File: config.mk
export PLATFORM = sky130hd
export DESIGN_NAME = matrix_writeback_flat
export DESIGN_NICKNAME = d
export VERILOG_FILES = /design/src/rtl/matrix_writeback_if.sv /design/src/rtl/matrix_writeback.sv /design/src/flat_wrapper.sv
export SDC_FILE = /design/constraint.sdc
export NUM_CORES = 1
export LEC_CHECK = 0
export BUFFER_PORTS_ARGS = -buffer_cell sky130_fd_sc_hd__buf_2
export CAP_MARGIN = 25
export CORE_MARGIN = 4
export CORE_UTILIZATION = 49
export CTS_CLUSTER_DIAMETER = 30
export DETAILED_ROUTE_END_ITERATION = 12
export GPL_ROUTABILITY_DRIVEN = 0
export PLACE_DENSITY_LB_ADDON = 0.12
export SLEW_MARGIN = 10
export SYNTH_ARGS = -nofsm -noshare
export SYNTH_HDL_FRONTEND = slang
export SYNTH_SLANG_ARGS = --single-unit
File: constraint.sdc
create_clock -name clk -period 4.27 [get_ports clk]
set_input_delay 0.854 -clock clk [delete_from_list [all_inputs] [get_ports clk]]
set_output_delay 0.854 -clock clk [all_outputs]
set_load 0.02 [all_outputs]
File: src/rtl/matrix_writeback_if.sv
// Bundles the writeback request, memory write port and status lines of matrix_writeback.
// slave = the writeback block itself, master = the coprocessor/memory side that drives it.
interface matrix_writeback_if #(
   parameter int DIM    = 5,
   parameter int EW     = 8,
   parameter int AW     = 8,
   parameter int DATA_W = DIM*DIM*EW
);
   logic              wb_valid;
   logic [DATA_W-1:0] wb_result;
   logic [2:0]        wb_size;
   logic [AW-1:0]     wb_base;
   logic              wb_ready;

   logic              mem_wr_en;
   logic [AW-1:0]     mem_wr_addr;
   logic [EW-1:0]     mem_wr_data;
   logic              mem_ready;

   logic              busy;
   logic              done;
   logic              overflow;
   logic              ovf_clr;

   modport master (
      output wb_valid, wb_result, wb_size, wb_base, mem_ready, ovf_clr,
      input  wb_ready, mem_wr_en, mem_wr_addr, mem_wr_data, busy, done, overflow
   );

   modport slave (
      input  wb_valid, wb_result, wb_size, wb_base, mem_ready, ovf_clr,
      output wb_ready, mem_wr_en, mem_wr_addr, mem_wr_data, busy, done, overflow
   );
endinterface

File: src/rtl/matrix_writeback.sv
// Unpacks a DIMxDIM result matrix and writes the active n x n block bytewise, row-major, at base + row*DIM + col.
// Latency: first write 1 cycle after acceptance, then one element per mem_ready cycle, done pulse after the last.
// Backpressure: addr/data held while mem_ready=0; requests dropped when not ready set sticky overflow (MATRIX_WB_SKID_EN adds a 1-entry park buffer).
module matrix_writeback #(
   parameter int DIM    = 5,
   parameter int EW     = 8,
   parameter int AW     = 8,
   parameter int DATA_W = DIM*DIM*EW
) (
   input  logic             clk,
   input  logic             reset,
   matrix_writeback_if.slave bus
);

   localparam int IW = $clog2(DIM*DIM);

   localparam logic [1:0] S_IDLE  = 2'd0;
   localparam logic [1:0] S_WRITE = 2'd1;
   localparam logic [1:0] S_DONE  = 2'd2;

   logic [1:0]        state;
   logic [DATA_W-1:0] res_q;
   logic [AW-1:0]     base_q;
   logic [2:0]        n_q;
   logic [2:0]        row_q;
   logic [2:0]        col_q;
   logic              overflow_q;

   logic              in_write;
   logic              last_col;
   logic              last_row;
   logic [IW-1:0]     idx;

   logic              ld_go;
   logic [DATA_W-1:0] ld_res;
   logic [AW-1:0]     ld_base;
   logic [2:0]        ld_size;
   logic              drop;

   // Size 0 or anything above DIM means a full matrix.
   function automatic logic [2:0] eff_n(input logic [2:0] sz);
      if (sz == 3'd0 || int'(sz) > DIM)
         return 3'(DIM);
      return sz;
   endfunction

`ifdef MATRIX_WB_SKID_EN
   logic              pend_vld;
   logic [DATA_W-1:0] pend_res;
   logic [AW-1:0]     pend_base;
   logic [2:0]        pend_size;

   assign bus.wb_ready = (state == S_IDLE) || !pend_vld;

   always_comb begin
      ld_res  = bus.wb_result;
      ld_base = bus.wb_base;
      ld_size = bus.wb_size;
      ld_go   = 1'b0;
      if (state == S_IDLE) begin
         ld_go = bus.wb_valid;
      end else if (state == S_DONE) begin
         // A parked request wins; the buffer is full so any new strobe is dropped.
         if (pend_vld) begin
            ld_res  = pend_res;
            ld_base = pend_base;
            ld_size = pend_size;
            ld_go   = 1'b1;
         end else begin
            ld_go = bus.wb_valid;
         end
      end
   end

   always_ff @(posedge clk or negedge reset) begin
      if (!reset) begin
         pend_vld  <= 1'b0;
         pend_res  <= '0;
         pend_base <= '0;
         pend_size <= '0;
      end else if (state == S_WRITE && bus.wb_valid && !pend_vld) begin
         pend_vld  <= 1'b1;
         pend_res  <= bus.wb_result;
         pend_base <= bus.wb_base;
         pend_size <= bus.wb_size;
      end else if (state == S_DONE && pend_vld) begin
         pend_vld  <= 1'b0;
      end
   end
`else
   assign bus.wb_ready = (state == S_IDLE);

   always_comb begin
      ld_res  = bus.wb_result;
      ld_base = bus.wb_base;
      ld_size = bus.wb_size;
      ld_go   = (state == S_IDLE) && bus.wb_valid;
   end
`endif

   assign drop     = bus.wb_valid && !bus.wb_ready;
   assign in_write = (state == S_WRITE);
   assign last_col = (col_q == n_q - 3'd1);
   assign last_row = (row_q == n_q - 3'd1);

   always_ff @(posedge clk or negedge reset) begin
      if (!reset) begin
         state  <= S_IDLE;
         res_q  <= '0;
         base_q <= '0;
         n_q    <= '0;
         row_q  <= '0;
         col_q  <= '0;
      end else begin
         case (state)
            S_IDLE, S_DONE: begin
               if (ld_go) begin
                  res_q  <= ld_res;
                  base_q <= ld_base;
                  n_q    <= eff_n(ld_size);
                  row_q  <= '0;
                  col_q  <= '0;
                  state  <= S_WRITE;
               end else begin
                  state  <= S_IDLE;
               end
            end
            S_WRITE: begin
               if (bus.mem_ready) begin
                  if (last_col) begin
                     col_q <= '0;
                     if (last_row)
                        state <= S_DONE;
                     else
                        row_q <= row_q + 3'd1;
                  end else begin
                     col_q <= col_q + 3'd1;
                  end
               end
            end
            default: state <= S_IDLE;
         endcase
      end
   end

   // A new drop in the same cycle as a clear keeps the flag set.
   always_ff @(posedge clk or negedge reset) begin
      if (!reset)
         overflow_q <= 1'b0;
      else if (drop)
         overflow_q <= 1'b1;
      else if (bus.ovf_clr)
         overflow_q <= 1'b0;
   end

   assign idx = IW'(row_q) * IW'(DIM) + IW'(col_q);

   assign bus.mem_wr_en   = in_write;
   assign bus.mem_wr_addr = in_write ? base_q + AW'(idx) : '0;
   assign bus.mem_wr_data = in_write ? res_q[EW*idx +: EW] : '0;
   assign bus.busy        = in_write;
   assign bus.done        = (state == S_DONE);
   assign bus.overflow    = overflow_q;

endmodule

File: src/flat_wrapper.sv
// flat-port wrapper written by rule: the top's interface ports become plain ports
module matrix_writeback_flat 
#(
   parameter int DIM    = 5,
   parameter int EW     = 8,
   parameter int AW     = 8,
   parameter int DATA_W = DIM*DIM*EW
)
  (clk, reset, bus_wb_valid, bus_wb_result, bus_wb_size, bus_wb_base, bus_mem_ready, bus_ovf_clr, bus_wb_ready, bus_mem_wr_en, bus_mem_wr_addr, bus_mem_wr_data, bus_busy, bus_done, bus_overflow);
  matrix_writeback_if #(.DIM(DIM), .EW(EW), .AW(AW), .DATA_W(DATA_W)) bus_i ();
  input  logic clk;
  input  logic reset;
  input wire logic [$bits(bus_i.wb_valid)-1:0] bus_wb_valid;
  input wire logic [$bits(bus_i.wb_result)-1:0] bus_wb_result;
  input wire logic [$bits(bus_i.wb_size)-1:0] bus_wb_size;
  input wire logic [$bits(bus_i.wb_base)-1:0] bus_wb_base;
  input wire logic [$bits(bus_i.mem_ready)-1:0] bus_mem_ready;
  input wire logic [$bits(bus_i.ovf_clr)-1:0] bus_ovf_clr;
  output wire logic [$bits(bus_i.wb_ready)-1:0] bus_wb_ready;
  output wire logic [$bits(bus_i.mem_wr_en)-1:0] bus_mem_wr_en;
  output wire logic [$bits(bus_i.mem_wr_addr)-1:0] bus_mem_wr_addr;
  output wire logic [$bits(bus_i.mem_wr_data)-1:0] bus_mem_wr_data;
  output wire logic [$bits(bus_i.busy)-1:0] bus_busy;
  output wire logic [$bits(bus_i.done)-1:0] bus_done;
  output wire logic [$bits(bus_i.overflow)-1:0] bus_overflow;
  assign bus_i.wb_valid = bus_wb_valid;
  assign bus_i.wb_result = bus_wb_result;
  assign bus_i.wb_size = bus_wb_size;
  assign bus_i.wb_base = bus_wb_base;
  assign bus_i.mem_ready = bus_mem_ready;
  assign bus_i.ovf_clr = bus_ovf_clr;
  assign bus_wb_ready = bus_i.wb_ready;
  assign bus_mem_wr_en = bus_i.mem_wr_en;
  assign bus_mem_wr_addr = bus_i.mem_wr_addr;
  assign bus_mem_wr_data = bus_i.mem_wr_data;
  assign bus_busy = bus_i.busy;
  assign bus_done = bus_i.done;
  assign bus_overflow = bus_i.overflow;
  matrix_writeback #(.DIM(DIM), .EW(EW), .AW(AW), .DATA_W(DATA_W)) u_core (.clk(clk), .reset(reset), .bus(bus_i));
endmodule
==> flow_summary_export.csv <==
group,metric,value,unit
clock_tree,clockRootBuffer,"clkbuf_16",
sta,finalHoldViolCount,0,
floorplanning,initial_core_util,50.3,%
synthesis,synth_edf_count,0,
floorplanning,die_area,0.0242,mm²
clock_tree,cts.path.max_buffers,3,
setup_path,startpoint_type,"flip-flop",
route,first_iter_violations,644,
placement,dp_hpwl,19900,µm
finish,area_growth,36.8,%
grt,globalRouteOverflowTotal,0,
synthesis,ys_types,48,
pwr,p_per_area,1060,mW/mm²
synthesis,yosys-top-cells-count,"nand2_1, dfrtp_1, clkbuf_1",
clock_tree,cts_buffers,48,
sta,rsz0062_at_grt,"true",
finish,drive_gt1_share,30.5,%
sta,max_slew_margin,28.7,%
clock_tree,htreeDepth,2,
sta,setup_ws,-66.0,ps
sta,slew_viol_final,0,
clock_tree,cts_tree,"built",
sta,fmax,231,MHz
floorplanning,rows,53,
setup_path,crit_arrival,3480,ps
status,status,"finished, violations left",
route,antenna_left,0,
synthesis,synth_nets,1425,
pwr,ir_drop,639,µV
finish,nets,1686,
placement,place_inst,1654,
synthesis,syn_area,0.0107,mm²
grt,track_usage,24.9,%
sta,setup_viol,3,
synthesis,synthTopCellsByArea,"dfrtp_1, nand2_1, mux4_2, ha_1, clkbuf_1",
synthesis,avgSynthCellArea,8.97,µm²
clock_tree,insertion_delay,540,ps
synthesis,yosysMostFrequentCell,"nand2_1",
sta,fin_skew,10.2,ps
floorplanning,die_w,156,µm
setup_path,worstPathRequired,3420,ps
clock_tree,cts_hold_buf,0,
floorplanning,core-area,0.0212,mm²
route,routed_via_density,5.20,
sta,worst_pin_slew,1070,ps
sta,period_share,102,%
grt,grt_max_degree,148,
finish,final_cells,1767,
grt,grt_pass1_vias,9384,
floorplanning,fp.dieH,156,µm
route,drt-total-wl,30800,µm
synthesis,seq_area_frac_synth,51.6,%
synthesis,ys_ff_latch,220,
placement,io_buffers,236,
setup_path,endpoint_kind,"primary output",
route,dr.pass1.iters,5,
status,violations,"negative setup slack",
synthesis,synth_warnings,0,
clock_tree,clk_pin_slew,40,ps
run,maxCapViolCount,0,
sta,finalCriticalPeriod,4340,ps
setup_path,path_class,"flip-flop to primary output",
floorplanning,ios,237,
grt,antenna_found_initial,0,
synthesis,yosys.area.top_type,"dfrtp_1",
worst_hold_path,min-delay-path-class,"input port to asynchronous set/reset pin",
synthesis,ys_async_sr_fraction,100,%
pwr,leakagePower,7.60,nW
grt,grt_pass1_wl,48200,µm
route,route.vias.total,9191,
synthesis,synthCells,1191,
route,drc,0,
placement,post_dp_cell_area,0.0122,mm²
clock_tree,cts_sinks,220,
finish,antenna_cells,0,
synthesis,synth_flop_cell,"dfrtp_1",
finish,finalInstanceArea,0.0146,mm²
setup_path,critical_path.max_fanout,5,
setup_path,rrSetupSlack,1720,ps
route,wire_per_inst,17.4,µm
synthesis,yosysTopAreaCellShare,51.6,%
sequential cells by signal (all words and copies together), names as in the netlist:
signal and cells:
u_core.base_q 8, u_core.bus.overflow 1, u_core.col_q 3, u_core.n_q 3
u_core.res_q 200, u_core.row_q 3, u_core.state 2
power breakdown:
part	internal [mW]	leakage, nW	total [mW]	switching (mW)
clock	2.95	0.884	4.11	1.17
sequential	3.03	2.76	3.59	0.565
combinational	3.55	3.95	7.82	4.27
critical path: stages, from the launching register on:
cell and delay, ps:
dfrtp_1 410, ha_4 260, ha_4 270, fa_2 490, buf_6 170, buf_6 120, nor4_4 340, buf_4 210
a211oi_2 70, nor4_2 380, buf_2 240
placed cells by master (no fill, tap or decap), types with 11 or more instances in the layout:
master / synthesis / routed
clkbuf_1: 53 / 11
bufinv_16: 0 / 12
clkbuf_16: 0 / 48
inv_1: 12 / 12
mux2i_1: 17 / 17
nand2_1: 652 / 650
nor2b_1: 19 / 17
mux4_2: 34 / 34
buf_2: 8 / 230
o21ai_0: 17 / 15
buf_4: 2 / 36
a211oi_2: 0 / 11
dfrtp_1: 220 / 218
per-layer routing:
metal	vias up	wire length [µm]	share of wire (%)	global-route usage, %
li1	4426	-	-	-
met1	4407	13300	43	35.1
met2	315	15000	49	40.4
met3	43	2020	6.6	4.60
met4	0	483	1.6	6.17
met5	-	0	0	0
cells by family after synthesis:
| kind of cell | Yosys count | share of synthesized area (%) |
|---|---|---|
| xor+xnor | 11 | 0.973 |
| mux | 52 | 8.87 |
| buf+inv | 85 | 3.74 |
| flops | 220 | 51.6 |
| simple gates | 733 | 27.8 |
| compound gates | 72 | 4.86 |
| fa+ha+maj | 18 | 2.25 |
what timing repair did:
item	in CTS	in global routing
setup endpoints to repair	12	12
gates resized for setup	36	49
buffers inserted	14	9
pin swaps	11	17
area by class of cell:
| type | count | area, µm² |
|---|---|---|
| fillers | 1674 | 6610 |
| flip-flops and latches | 220 | 5510 |
| multi-input cells | 886 | 5190 |
| repair buffers | 283 | 1700 |
| clock buffers | 68 | 1370 |
| clock inverters | 22 | 450 |
| well taps | 275 | 344 |
| inverters | 13 | 51.3 |
final timing paths:
| check | startpoint | end | cells past startpoint |
|---|---|---|---|
| max | u_core.row_q[2]$_DFFE_PN0P_ | bus_mem_wr_data[1] | 10 |
| min | reset | u_core.n_q[1]$_DFFE_PN0P_ | 1 |
| max reg2reg | u_core.state[1]$_DFFE_PN0P_ | u_core.row_q[0]$_DFFE_PN0P_ | 5 |
| min reg2reg | u_core.res_q[177]$_DFFE_PN0P_ | u_core.res_q[177]$_DFFE_PN0P_ | 2 |
| max in group asynchronous | reset | u_core.res_q[186]$_DFFE_PN0P_ | 2 |
| min in group clk | u_core.res_q[177]$_DFFE_PN0P_ | u_core.res_q[177]$_DFFE_PN0P_ | 2 |
per-stage QoR:
| stage | hold slack, ps | TNS, ps | util, % | power, mW | worst slack (ps) |
|---|---|---|---|---|---|
| final | 326 | -124 | 68.8 | 15.5 | -66.0 |
| after global routing | 431 | -647 | 68.8 | 16.4 | -131 |
| after CTS | 427 | -70.2 | 67.3 | 14.8 | -35.9 |
| after detailed placement | 454 | -40.7 | 57.3 | 9.95 | -33.0 |
| after global placement | 453 | 0 | 57.3 | 9.84 | 45.7 |
| after floorplan | 438 | 0 | - | 7.84 | 40.1 |
Note: power is estimated with default switching activity, not from simulation.
